===== config.mk =====
export PLATFORM = sky130hd
export DESIGN_NAME = jk_bank_sequencer
export DESIGN_NICKNAME = d
export VERILOG_FILES = /design/src/rtl/jk_seq_pkg.sv /design/src/rtl/jk_drive_decode.sv /design/src/rtl/jk_bank_sequencer.sv
export SDC_FILE = /design/constraint.sdc
export NUM_CORES = 1
export LEC_CHECK = 0
export CAP_MARGIN = 20
export CELL_PAD_IN_SITES_DETAIL_PLACEMENT = 2
export CELL_PAD_IN_SITES_GLOBAL_PLACEMENT = 2
export CORE_AREA = 2 2 83 61
export CTS_CLUSTER_DIAMETER = 50
export CTS_CLUSTER_SIZE = 8
export DETAILED_ROUTE_END_ITERATION = 12
export DIE_AREA = 0 0 85 63
export PLACE_DENSITY = 0.77
export SYNTH_ARGS = -nofsm -noshare
export SYNTH_HDL_FRONTEND = slang
export SYNTH_SLANG_ARGS = --single-unit
export TNS_END_PERCENT = 100

===== constraint.sdc =====
create_clock -name clk -period 3.4 [get_ports clk]
set_input_delay 0.34 -clock clk [delete_from_list [all_inputs] [get_ports clk]]
set_output_delay 0.34 -clock clk [all_outputs]
set_load 0.005 [all_outputs]

===== src/rtl/jk_seq_pkg.sv =====
// Shared opcode and FSM state encodings for the JK bank sequencer.
// Optional feature macro used by the slice: JK_SEQ_DOWN_COUNT_EN (opcode 7 = COUNT_DOWN).
package jk_seq_pkg;

    typedef enum logic [2:0] {
        OP_HOLD       = 3'd0,
        OP_LOAD       = 3'd1,
        OP_CLEAR      = 3'd2,
        OP_SET        = 3'd3,
        OP_TOGGLE     = 3'd4,
        OP_COUNT_UP   = 3'd5,
        OP_SHIFT      = 3'd6,
        OP_COUNT_DOWN = 3'd7
    } jk_op_e;

    typedef enum logic [1:0] {
        ST_IDLE = 2'd0,
        ST_RUN  = 2'd1,
        ST_DONE = 2'd2
    } jk_state_e;

endpackage


===== src/rtl/jk_drive_decode.sv =====
// Combinational J/K drive generation from the latched op/data and the bank's Q feedback.
// Opcode 7 is COUNT_DOWN only when JK_SEQ_DOWN_COUNT_EN is defined, otherwise it holds.
module jk_drive_decode
    import jk_seq_pkg::*;
#(
    parameter int WIDTH = 4
) (
    input  jk_op_e           op_i,
    input  logic [WIDTH-1:0] data_i,
    input  logic [WIDTH-1:0] q_fb_i,
    output logic [WIDTH-1:0] j_o,
    output logic [WIDTH-1:0] k_o
);

    logic [WIDTH-1:0] up_s;
    logic [WIDTH-1:0] shift_s;
    logic             up_run_s;
`ifdef JK_SEQ_DOWN_COUNT_EN
    logic [WIDTH-1:0] dn_s;
    logic             dn_run_s;
`endif

    // Toggle enables for counting: bit i flips when all lower bits are 1 (up) or 0 (down).
    always_comb begin
        up_run_s   = 1'b1;
        shift_s[0] = data_i[0];
`ifdef JK_SEQ_DOWN_COUNT_EN
        dn_run_s   = 1'b1;
`endif
        for (int i = 0; i < WIDTH; i++) begin
            up_s[i]  = up_run_s;
            up_run_s = up_run_s & q_fb_i[i];
`ifdef JK_SEQ_DOWN_COUNT_EN
            dn_s[i]  = dn_run_s;
            dn_run_s = dn_run_s & ~q_fb_i[i];
`endif
            if (i > 0) begin
                shift_s[i] = q_fb_i[i-1];
            end else begin
                shift_s[i] = data_i[0];
            end
        end
    end

    // Opcode to J/K mapping.
    always_comb begin
        j_o = {WIDTH{1'b0}};
        k_o = {WIDTH{1'b0}};
        case (op_i)
            OP_HOLD: begin
                j_o = {WIDTH{1'b0}};
                k_o = {WIDTH{1'b0}};
            end
            OP_LOAD: begin
                j_o = data_i;
                k_o = ~data_i;
            end
            OP_CLEAR: begin
                j_o = {WIDTH{1'b0}};
                k_o = {WIDTH{1'b1}};
            end
            OP_SET: begin
                j_o = {WIDTH{1'b1}};
                k_o = {WIDTH{1'b0}};
            end
            OP_TOGGLE: begin
                j_o = {WIDTH{1'b1}};
                k_o = {WIDTH{1'b1}};
            end
            OP_COUNT_UP: begin
                j_o = up_s;
                k_o = up_s;
            end
            OP_SHIFT: begin
                j_o = shift_s;
                k_o = ~shift_s;
            end
            OP_COUNT_DOWN: begin
`ifdef JK_SEQ_DOWN_COUNT_EN
                j_o = dn_s;
                k_o = dn_s;
`else
                j_o = {WIDTH{1'b0}};
                k_o = {WIDTH{1'b0}};
`endif
            end
            default: begin
                j_o = {WIDTH{1'b0}};
                k_o = {WIDTH{1'b0}};
            end
        endcase
    end

endmodule


===== src/rtl/jk_bank_sequencer.sv =====
// Command sequencer driving a bank of JK flops: IDLE -> RUN (N edges) -> DONE -> IDLE.
// Build option: JK_SEQ_DOWN_COUNT_EN enables COUNT_DOWN on opcode 7 (see jk_drive_decode).
module jk_bank_sequencer
    import jk_seq_pkg::*;
#(
    parameter int WIDTH = 4,
    parameter int CNT_W = 8
) (
    input  logic             clk,
    input  logic             rst,
    input  logic             cmd_valid,
    output logic             cmd_ready,
    input  logic [2:0]       cmd_op,
    input  logic [WIDTH-1:0] cmd_data,
    input  logic [CNT_W-1:0] cmd_count,
    input  logic             abort,
    input  logic [WIDTH-1:0] q_fb,
    output logic [WIDTH-1:0] j,
    output logic [WIDTH-1:0] k,
    output logic             busy,
    output logic             done
);

    jk_state_e        state_q, state_d;
    jk_op_e           op_q, op_d;
    logic [WIDTH-1:0] data_q, data_d;
    logic [CNT_W-1:0] rem_q, rem_d;
    logic             drive_en_s;
    logic [WIDTH-1:0] j_dec_s, k_dec_s;

    // State, latched command and remaining-edge counter.
    always_ff @(posedge clk) begin
        if (rst) begin
            state_q <= ST_IDLE;
            op_q    <= OP_HOLD;
            data_q  <= {WIDTH{1'b0}};
            rem_q   <= {CNT_W{1'b0}};
        end else begin
            state_q <= state_d;
            op_q    <= op_d;
            data_q  <= data_d;
            rem_q   <= rem_d;
        end
    end

    // Next-state logic; the bank is only driven in RUN cycles without abort.
    always_comb begin
        state_d    = state_q;
        op_d       = op_q;
        data_d     = data_q;
        rem_d      = rem_q;
        drive_en_s = 1'b0;
        case (state_q)
            ST_IDLE: begin
                if (cmd_valid) begin
                    op_d    = jk_op_e'(cmd_op);
                    data_d  = cmd_data;
                    rem_d   = (cmd_count == {CNT_W{1'b0}}) ? CNT_W'(1) : cmd_count;
                    state_d = ST_RUN;
                end else begin
                    state_d = ST_IDLE;
                end
            end
            ST_RUN: begin
                if (abort) begin
                    rem_d   = {CNT_W{1'b0}};
                    state_d = ST_DONE;
                end else begin
                    drive_en_s = 1'b1;
                    rem_d      = rem_q - CNT_W'(1);
                    if (rem_q <= CNT_W'(1)) begin
                        state_d = ST_DONE;
                    end else begin
                        state_d = ST_RUN;
                    end
                end
            end
            ST_DONE: begin
                state_d = ST_IDLE;
            end
            default: begin
                rem_d   = {CNT_W{1'b0}};
                state_d = ST_IDLE;
            end
        endcase
    end

    jk_drive_decode #(
        .WIDTH (WIDTH)
    ) u_decode (
        .op_i   (op_q),
        .data_i (data_q),
        .q_fb_i (q_fb),
        .j_o    (j_dec_s),
        .k_o    (k_dec_s)
    );

    // Reset also forces hold so the bank is untouched on the reset edge.
    assign j         = (drive_en_s && !rst) ? j_dec_s : {WIDTH{1'b0}};
    assign k         = (drive_en_s && !rst) ? k_dec_s : {WIDTH{1'b0}};
    assign busy      = (state_q == ST_RUN);
    assign done      = (state_q == ST_DONE);
    assign cmd_ready = (state_q == ST_IDLE);

endmodule


=== Yosys cells after proc, flatten, opt, wreduce, memory -nomap -nowiden ===
Index checks and enable logic that the tools add are counted.

* $add $sub $neg: 1
* Eq/ne operators: 10
* Multiply operators: 0
* Reduce and logical (&&, ||, !) cells: 11
* Shift-type cells: 0
* Magnitude comparators: 1
* Divide/modulo/power cells: 0
* Bitwise operators: 5
* Multiplexer cells: 14

{| class="wikitable"
|+ Operator list
! cell !! number
|-
| $pmux 4 s5 || 2
|-
| $mux 8 || 3
|-
| $pmux 8 s3 || 1
|-
| $eq 3x3->1 const B || 4
|-
| $le 8x1->1 const B || 1
|-
| $logic_not 8->1 || 1
|-
| $mux 4 || 2
|-
| $not 4->4 || 2
|-
| $sub 8x1->8 const B || 1
|-
| $eq 3x2->1 const B || 2
|-
| $reduce_or 3->1 || 2
|-
| $mux 2 || 2
|-
| $pmux 2 s2 || 1
|-
| $reduce_and 2->1 || 2
|-
| $reduce_or 2->1 || 2
|-
| $eq 3x1->1 const B || 1
|-
| $logic_not 3->1 || 1
|-
| $mux 1 || 3
|-
| $and 1x1->1 || 2
|-
| $eq 2x1->1 const B || 1
|-
| $eq 2x2->1 const B || 1
|-
| $logic_not 2->1 || 1
|-
| $ne 2x2->1 const B || 1
|-
| $logic_and 1x1->1 || 1
|-
| other kinds (2) || 2
|}

* Bits in writable memories: 0
* Register bits: 17
* Bits in latches: 0
* Output and inout port bits: 11
* Memories kept: 0
* Memory bits (read-only): 0
* Input port bits: 23

=== Longest topological paths before layout ===
* Depth after elaboration: 4
* Depth in mapped cells: 6

=== Hierarchy ===
From an unflattened synthesis, not the netlist that was laid out.

* Cells, all modules: 168
* Area, all modules: 1265.0 um^2

{| class="wikitable"
|+ By module, submodules not included
! module !! cells an instance !! sequential area each (um^2) !! instances !! area an instance (um^2)
|-
| jk_bank_sequencer || 127 || 340.3 || 1 || 998.5
|-
| jk_drive_decode || 41 || 0.0 || 1 || 266.5
|}

=== Least setup slack after synthesis ===
No wires, ideal clock.

* Kind: reg-to-output
* Start: register state_q[1]
* End: output port j[2]
* Cell stages (with the launch flop): 5
* Setup slack: 1.753 ns
* Path buffers: 1
* Arrival time: 1.307 ns
* Cells stage by stage: dfxtp_1 nand2b_1 or3_1 clkbuf_1 a311oi_1

* Cells in the longest elaborated chain, start to end: 4

{| class="wikitable"
|+ RTL lines
! item !! line !! RTL
|-
| start: declaration || jk_bank_sequencer.sv:24 || <nowiki>jk_state_e state_q, state_d;</nowiki>
|-
| start signal: assignment || jk_bank_sequencer.sv:39 || <nowiki>state_q <= state_d;</nowiki>
|-
| $eq 2x1->1 || jk_bank_sequencer.sv:53 || <nowiki>case (state_q)</nowiki>
|-
| $mux 1 || jk_bank_sequencer.sv:53 ||
|-
| $logic_and 1x1->1 || jk_bank_sequencer.sv:99 || <nowiki>assign j = (drive_en_s && !rst) ? j_dec_s : {WIDTH{1'b0}};</nowiki>
|-
| $mux 4 || jk_bank_sequencer.sv:99 ||
|-
| end: declaration || jk_bank_sequencer.sv:18 || <nowiki>output logic [WIDTH-1:0] j,</nowiki>
|}

Every way passes these cells.

=== Worst setup path after layout ===
* Start: register state_q[0]
* End: output port j[2]

The elaborated chain is that of the path after synthesis.

==> run summary <==
gr ovfl total = 0
Mapped Avg Cell Area = 7.176 um2
WL per Instance = 17.63 um
status = completed
Clock Skew = 0.002276 ns
Final nets = 220
Seq. cell area = 340.3 um2
DRT antenna net count = 0
die width = 85 um
num rows = 21
routability cong. = 0.7865
Syn Nets = 191
commonest non-fill, non-tap cell in the layout = clkdlybuf4s50_1
Initial Utilization = 25.90%
ant diodes = 0
FFs w/ async S/R, synth = 0%
Filler cells = 540
maxcap violations = 0
peak supply drop = 0.1289 mV
Mapped Area = 1191 um2
Setup Buffers After CTS = 0
total iterations of the first detailed-routing run = 4
Post-synth EDFFs = 0
DRC = 0
final hold violation count = 0
Multi-input gate area = 774.5 um2
Clk pwr share = 26.4%
Comb power frac = 31.8%
Int Pwr = 0.3913 mW
leakage power = 0.5543 nW
switching share of total power = 34.92%
number of top-level pins = 34
Num Clock Sinks = 17
type of origin of the critical path = register
worst reg2reg path depth = 4
Ys Warns = 0
Slew HR = 56.67%
HP Class = reg -> reg
final worst path period share = 86.57%
synthesized flop and latch total = 17
setup TNS = 0 ns
GRT Overall Usage = 17.07%
most frequent cells in the layout = 32 x clkdlybuf4s50_1, 19 x nand2_1, 17 x nor2_1, 17 x dfxtp_1, 16 x a21oi_1
Period minus WS final = 2.943 ns
CP startpoint = state_q[0]
Reg power frac = 41.9%
crit end category = output port
Routed WL = 4.425 mm
CTS Root Cell = clkbuf_8
reg2reg start = state_q[0]
global-route wire length before repair = 7.334 mm
Syn Inst Count = 166
initial antenna violation count = 0
NetSw = 0.2100 mW
Pins Over Slew Limit = 0
layout cells sized above 1 = 4.639%
DIE AREA = 5355 um2
Data arrival, critical path = 2.60 ns
core area = 4598 um2
actual slew at the worst max-slew pin = 0.6486 ns
Setup violations, final = 0
Layout area overhead = 34.03%
Max clock buf depth = 2
Distinct cells, synth = 43
largest net degree at the start of global routing = 19
Post-DP HPWL = 3.406 mm
Worst EP required = 3.06 ns
DR iter-0 viols = 54
Die H = 63 um
hold_sp = data_q[2]
total power = 0.6013 mW
Main synth FF type = dfxtp_1
Crit Path Class = reg -> out
port bufs = 32
CTS hold repair buffers = 0
via density per instance = 5.275
CP Max Fanout = 16
TritonCTS buffer count = 3
Power Dens Cells = 376.6 nW/um2
CTS resizes = 0
number of global-route vias before repair = 1447
Clock transition at path regs = 0.07 ns
worst skew pair latency = 0.26 ns
DR vias = 1324
Seq/Total Area, Yosys = 28.57%
fmax = 339.8 MHz
RSZ-0062 raised after global routing = no
CTS tree = yes
CTS H-tree depth = 1
Min-Delay Path Depth = 2
==> through the flow <==
step	hold slack, ns	instance area [um2]	instances	utilization, %	worst slack, ns
2_1_floorplan	0.4366	1191	166	-	1.753
3_3_place_gp	0.4513	1551	247	33.74	0.8101
3_5_place_dp	0.4535	1551	247	33.74	0.7455
4_1_cts	0.4659	1597	251	34.72	0.4634
5_1_grt	0.4961	1597	251	34.72	0.2634
6_report	0.4639	1597	251	34.72	0.4567
==> logic make-up (layout without fill, tap and decap cells) <==
group	Yosys count	in the layout	synth area share [%]
AOI/OAI and AO/OA	58	58	32.25
DFF	17	17	28.57
and+or+nand+nor	67	67	28.47
xor gates and xnor gates	3	3	2.206
buffers and inverters	19	47	6.408
adders and majority gates	2	2	2.101
==> sequential cells by signal, indices dropped and copies added, names as in the netlist <==
name	cells
rem_q	8
op_q	3
state_q	2
data_q	4
==> Yosys cell counts (2+ instances only) <==
master     number  share of area (%)
nand2_1        19                6.0
dfxtp_1        17                 29
nor2_1         17                5.4
a21oi_1        16                6.7
inv_1          10                3.2
a211oi_1        7                4.4
clkbuf_1        7                2.2
nand2b_1        7                3.7
nor3_1          7                2.9
o21ai_0         6                2.5
a22oi_1         5                3.2
o21ai_1         4                1.7
o22ai_1         4                2.1
nor2b_1         3                1.6
a221oi_1        2                1.5
a2bb2oi_1       2                1.5
ha_1            2                2.1
nor2_2          2                1.1
nor4_1          2                1.1
o21a_1          2                1.3
o21bai_1        2                1.3
xor2_1          2                1.5
==> routing by layer <==
metal	vias up	share of wire [%]	GRT usage (%)	wire (um)
met5	-	0	0	0
met4	0	1.1	2.976	49
met3	6	2.6	3.038	115
met2	17	47	28.13	2058
met1	650	50	23.49	2201
li1	651	-	-	-
==> path summary, 6_finish.rpt <==
path / end / slack (ns)
hold reg to reg: data_q[2] / 0.46
setup / recovery: j[2] / 0.46
setup reg to reg: rem_q[6] / 1.60
hold / removal: data_q[2] / 0.46
==> critical path, stage by stage, from the launching register on <==
cell and delay, ns:
dfxtp_1 0.69, nand2b_1 0.28, or3_1 0.54, a311oi_1 0.29, clkdlybuf4s50_1 0.54
==> power groups by stage <==
stage	combinational [mW]	sequential, mW	clock [mW]
floorplan	0.128	0.236	0
global placement	0.180	0.252	0
global route	0.214	0.256	0.169
finish	0.191	0.252	0.159
detailed placement	0.191	0.255	0
CTS	0.192	0.251	0.164
==> layout make-up <==
class	count	area share, %
sequential	17	21.32
inverter	10	2.351
timing repair buffer	33	20.53
clock buffer	4	2.821
tap	57	4.467
multi-input combinational	130	48.51
No activity file was read; power rests on OpenSTA's default activity.
